$ cat src/rtl/cpu_pkg.sv
// Shared CPU datapath constants and the write-back entry type used between
// the execute units and the register-file write port.
package cpu_pkg;

  localparam int XLEN   = 32;
  localparam int REG_AW = 5;
  localparam int NREGS  = 32;

  typedef struct packed {
    logic [REG_AW-1:0] rd;
    logic [XLEN-1:0]   data;
  } wb_entry;

endpackage

$ cat src/rtl/wb_fifo.sv
// Synchronous FIFO buffering long-latency results until the write port is free.
// Push is ignored when full and pop is ignored when empty.
module wb_fifo
  import cpu_pkg::*;
#(
  parameter int DEPTH = 4
) (
  input  logic                     clk,
  input  logic                     rst_n,
  input  logic                     push,
  input  wb_entry                  push_data,
  input  logic                     pop,
  output wb_entry                  head,
  output logic [$clog2(DEPTH):0]   count,
  output logic                     full,
  output logic                     empty
);

  localparam int PW = $clog2(DEPTH);
  localparam logic [PW:0]   FULL_CNT = (PW+1)'(DEPTH);
  localparam logic [PW:0]   CNT_ONE  = (PW+1)'(1);
  localparam logic [PW-1:0] PTR_ONE  = PW'(1);

  wb_entry        mem [DEPTH];
  logic [PW-1:0]  wptr;
  logic [PW-1:0]  rptr;
  logic           do_push;
  logic           do_pop;

  assign full    = (count == FULL_CNT);
  assign empty   = (count == '0);
  assign do_push = push && !full;
  assign do_pop  = pop && !empty;
  assign head    = mem[rptr];

  // Storage needs no reset: the count alone decides which entries are live.
  always_ff @(posedge clk) begin
    if (do_push) begin
      mem[wptr] <= push_data;
    end
  end

  // Power-of-two depth lets the pointers wrap by plain overflow.
  always_ff @(posedge clk or negedge rst_n) begin
    if (!rst_n) begin
      wptr  <= '0;
      rptr  <= '0;
      count <= '0;
    end else begin
      if (do_push) wptr <= wptr + PTR_ONE;
      if (do_pop)  rptr <= rptr + PTR_ONE;
      case ({do_push, do_pop})
        2'b10:   count <= count + CNT_ONE;
        2'b01:   count <= count - CNT_ONE;
        default: count <= count;
      endcase
    end
  end

endmodule

$ cat src/rtl/regfile_wb_seq.sv
// Write-back sequencer: arbitrates ALU and buffered long-latency results onto
// the single register-file write port and tracks pending destinations.
module regfile_wb_seq
  import cpu_pkg::*;
#(
  parameter int DEPTH = 4
) (
  input  logic                     clk,
  input  logic                     rst_n,
  input  logic                     alu_valid,
  input  logic [REG_AW-1:0]        alu_rd,
  input  logic [XLEN-1:0]          alu_data,
  input  logic                     lsu_valid,
  output logic                     lsu_ready,
  input  logic [REG_AW-1:0]        lsu_rd,
  input  logic [XLEN-1:0]          lsu_data,
  input  logic                     iss_valid,
  input  logic [REG_AW-1:0]        iss_rd,
  output logic                     rf_we,
  output logic [REG_AW-1:0]        rf_rw,
  output logic [XLEN-1:0]          rf_busw,
  output logic [NREGS-1:0]         busy,
  output logic [$clog2(DEPTH):0]   fifo_count
);

  wb_entry          fifo_head;
  wb_entry          fifo_in;
  logic             fifo_full;
  logic             fifo_empty;
  logic             fifo_push;
  logic             fifo_pop;
  logic             alu_sel;
  logic             fifo_wr;
  logic             iss_set;
  logic [NREGS-1:0] busy_next;

  // ALU writes to x0 are dropped so they do not block the FIFO from draining.
  assign alu_sel   = alu_valid && (alu_rd != '0);
  assign fifo_pop  = !alu_sel && !fifo_empty;
  assign fifo_wr   = fifo_pop && (fifo_head.rd != '0);
  assign iss_set   = iss_valid && (iss_rd != '0);
  assign lsu_ready = !fifo_full;
  assign fifo_push = lsu_valid && lsu_ready;
  assign fifo_in   = '{rd: lsu_rd, data: lsu_data};

  wb_fifo #(
    .DEPTH(DEPTH)
  ) u_fifo (
    .clk       (clk),
    .rst_n     (rst_n),
    .push      (fifo_push),
    .push_data (fifo_in),
    .pop       (fifo_pop),
    .head      (fifo_head),
    .count     (fifo_count),
    .full      (fifo_full),
    .empty     (fifo_empty)
  );

  // A new issue to a register retiring this cycle must win, so set follows clear.
  always_comb begin
    busy_next = busy;
    if (fifo_wr) busy_next[fifo_head.rd] = 1'b0;
    if (iss_set) busy_next[iss_rd] = 1'b1;
    busy_next[0] = 1'b0;
  end

  always_ff @(posedge clk or negedge rst_n) begin
    if (!rst_n) begin
      busy <= '0;
    end else begin
      busy <= busy_next;
    end
  end

  always_ff @(posedge clk or negedge rst_n) begin
    if (!rst_n) begin
      rf_we   <= 1'b0;
      rf_rw   <= '0;
      rf_busw <= '0;
    end else begin
      rf_we <= alu_sel || fifo_wr;
      if (alu_sel) begin
        rf_rw   <= alu_rd;
        rf_busw <= alu_data;
      end else if (fifo_wr) begin
        rf_rw   <= fifo_head.rd;
        rf_busw <= fifo_head.data;
      end
    end
  end

endmodule

$ cat config.mk
export PLATFORM = sky130hd
export DESIGN_NAME = regfile_wb_seq
export DESIGN_NICKNAME = d
export VERILOG_FILES = /design/src/rtl/cpu_pkg.sv /design/src/rtl/wb_fifo.sv /design/src/rtl/regfile_wb_seq.sv
export SDC_FILE = /design/constraint.sdc
export NUM_CORES = 1
export LEC_CHECK = 0
export ABC_AREA = 0
export CORE_MARGIN = 2
export CORE_UTILIZATION = 60
export CTS_CLUSTER_DIAMETER = 50
export DETAILED_ROUTE_END_ITERATION = 8
export DONT_BUFFER_PORTS = 1
export PLACE_DENSITY_LB_ADDON = 0.3
export SLEW_MARGIN = 20
export SYNTH_ARGS = -nofsm -noshare
export SYNTH_HDL_FRONTEND = slang
export SYNTH_SLANG_ARGS = --single-unit
$ cat constraint.sdc
create_clock -name clk -period 3.67 [get_ports clk]
set_clock_uncertainty 0.05 [all_clocks]
set_input_delay 0.5505 -clock clk [delete_from_list [all_inputs] [get_ports clk]]
set_output_delay 0.5505 -clock clk [all_outputs]
set_load 0.1 [all_outputs]
==> reports/metrics.cfg <==
[place]
dp_hpwl_um = 13800
port_buffers = 0
dp.cells = 829
place.gp.congestion = 0.814

[timing]
tightest_slew_ps = 1010
rsz0062_at_grt = false
maxSlewHeadroom = 0.328
post-route-period-util = 0.770
finalSetupTns_ps = 0
post-route-min-period_ps = 2830
finalHoldViolCount = 0
fmax_mhz = 354
setup_viol_count_final = 0
slew_violations = 0

[routing]
wire_per_inst_um = 25.1
via_per_inst = 6.70
firstDrtPassIters = 5
vias = 5878
drtAntennaViolNets = 0
wirelength_um = 22000
drc = 0
drtIter0Drc = 475

[setup_path]
cp_max_fo = 23
required_ps = 3990
cp.arrival_ps = 3150
r2r_slack_ps = 840
crit_path_start_kind = flop
critPathKind = flop to flop
r2r_end = rf_busw[22]
endpoint_kind = flop
worstSetupStartpoint = u_fifo.rptr[0]
reg2reg_from = u_fifo.rptr[0]
rr_worst_depth = 5

[clocking]
tritoncts = built
numCtsBuffers = 25
cts-resized-gates = 0
clkTransAtPathRegs_ps = 60
cts_buffer_depth = 3
h-tree-depth = 1
cts.sinks = 224
clk_latency_ps = 510
cts-root-buf = clkbuf_16

[finish]
drive_gt1_frac = 0.179
final_cells = 877
postLayoutCoreUtil = 0.680
fin_nets = 732
antenna_cells = 0
syn_to_final_growth_pct = 11.0
fillers = 1087

[yosys]
synth-compound-area-share = 0.0796
ys_seq_elements = 224
netlist_instances = 646
synthMuxAreaShare = 0.127
avgSynthCellArea_um2 = 15.1
synth_seq_area_share = 0.652
syn_nets = 736
synthXorXnorAreaFrac = 0.00540
synth.distinct_cells = 43
synth_top_area_cell = edfxtp_1
synth-simple-area-share = 0.0961
synth_top_flop_cell = edfxtp_1
syn_area_um2 = 9730
synth_top_family_by_area = multiplexers
synthTopCellsByArea = edfxtp_1 (46%), dfrtp_1 (20%), mux4_2 (8.6%)
synthAdderAreaFrac = 0.00849
synth_top_area_frac = 0.457
async_flop_share = 0.339
synth-edff-count = 148
yosysWarnings = 0

[global_route]
overflow = 0
grt_use_total = 0.258
grt_pass1_wl_um = 34500
grt_pass1_vias = 6139
grt_max_degree = 94
antenna_found_initial = 0

[die]
start_util = 0.612
dieWidth_um = 131
die_y_um = 131
fp.dieArea_um2 = 17200
ios = 158
row_count = 46
core_area_um2 = 15900

[worst_hold_path]
hold_path.class = primary input to flop
hold_end = u_fifo.mem[3][0]
hold_start = lsu_data[0]
worstHoldPathCells = 0

[status]
status = completed

[job]
cap_viol_max_count = 0

-- stage by stage --
stage               area, µm²  setup slack (ps)  hold WS (ps)
floorplan                9730               422           205
global placement         9950               900           207
detailed placement       9950               848           207
CTS                     10800               866          63.6
global route            10800               715          58.4
finish                  10800               845          77.5
-- placed cells by master (no fill, tap or decap), types with 10 or more instances in the layout --
cell type and n:
edfxtp_1 148, dfrtp_1 74, mux4_2 37, mux2i_1 37, nand2b_1 33, nor4_1 32, a2111oi_0 32, nor3_1 32
clkbuf_16 25, o41ai_1 23, nand2_1 23, buf_4 20, inv_1 14, o21ai_0 13, nor2_1 10
-- Yosys cell counts (8+ instances only) --
cell type and number:
edfxtp_1 148, dfrtp_1 76, mux2i_1 37, mux4_2 37, clkbuf_1 33, nand2b_1 33, nor3_1 33, a2111oi_0 32
nor4_1 32, nand2_1 23, o41ai_1 23, inv_1 14, o21ai_0 13, nor2_1 11, buf_2 9, nand3_1 9
nand3b_1 8, o211ai_1 8, o221ai_1 8
-- flip-flops by register name, indices dropped and copies added (netlist names) --
| signal | flops |
|---|---|
| rf_rw | 5 |
| u_fifo.mem | 148 |
| rf_we | 1 |
| u_fifo.wptr | 2 |
| rf_busw | 32 |
| u_fifo.count | 3 |
| u_fifo.rptr | 2 |
| busy | 31 |
-- layer usage --
layer	up-vias	GRT usage	share of wire
met2	287	0.427	0.50
met3	30	0.0714	0.092
li1	2589	-	-
met4	0	0.0791	0.017
met5	-	0	0
met1	2972	0.336	0.39
-- logic make-up (layout without fill, tap and decap cells) --
| group | after synthesis | after routing |
|---|---|---|
| AOI/OAI and AO/OA | 99 | 99 |
| DFF | 224 | 224 |
| other | 1 | 1 |
| xor gates and xnor gates | 6 | 6 |
| and+or+nand+nor | 166 | 166 |
| adders and majority gates | 6 | 6 |
| buffers and inverters | 67 | 82 |
| muxes | 77 | 77 |
-- worst max-delay path by stage --
stage	to	slack [ps]	depth (start not counted)
2_1_floorplan	u_fifo.count[2]	420	9
3_3_place_gp	u_fifo.count[2]	900	9
3_5_place_dp	rf_busw[22]	850	5
4_1_cts	rf_busw[22]	870	5
5_1_grt	rf_busw[28]	720	5
6_report	rf_busw[22]	840	5
-- repair_timing --
item,in CTS,in global routing
hold endpoints to repair,76,0
hold buffers,2,0
setup buffers,0,0
-- critical path: stages (launching register included) --
cell	delay, ps
dfrtp_2	520
mux4_2	680
or3_1	690
buf_4	340
nor4_1	260
nor3_1	130
-- layout make-up --
cell class,instances,area [µm²],share of cell area
multi-input cells,355,3130,0.290
clock buffers,34,689,0.0639
inverters,14,52.6,0.00487
flip-flops and latches,224,6350,0.588
well taps,216,270,0.0250
repair buffers,22,188,0.0174
clock inverters,12,118,0.0109
Power is not shown: default switching activity piles up to over one toggle a cycle in this logic, so the estimate is an artifact.
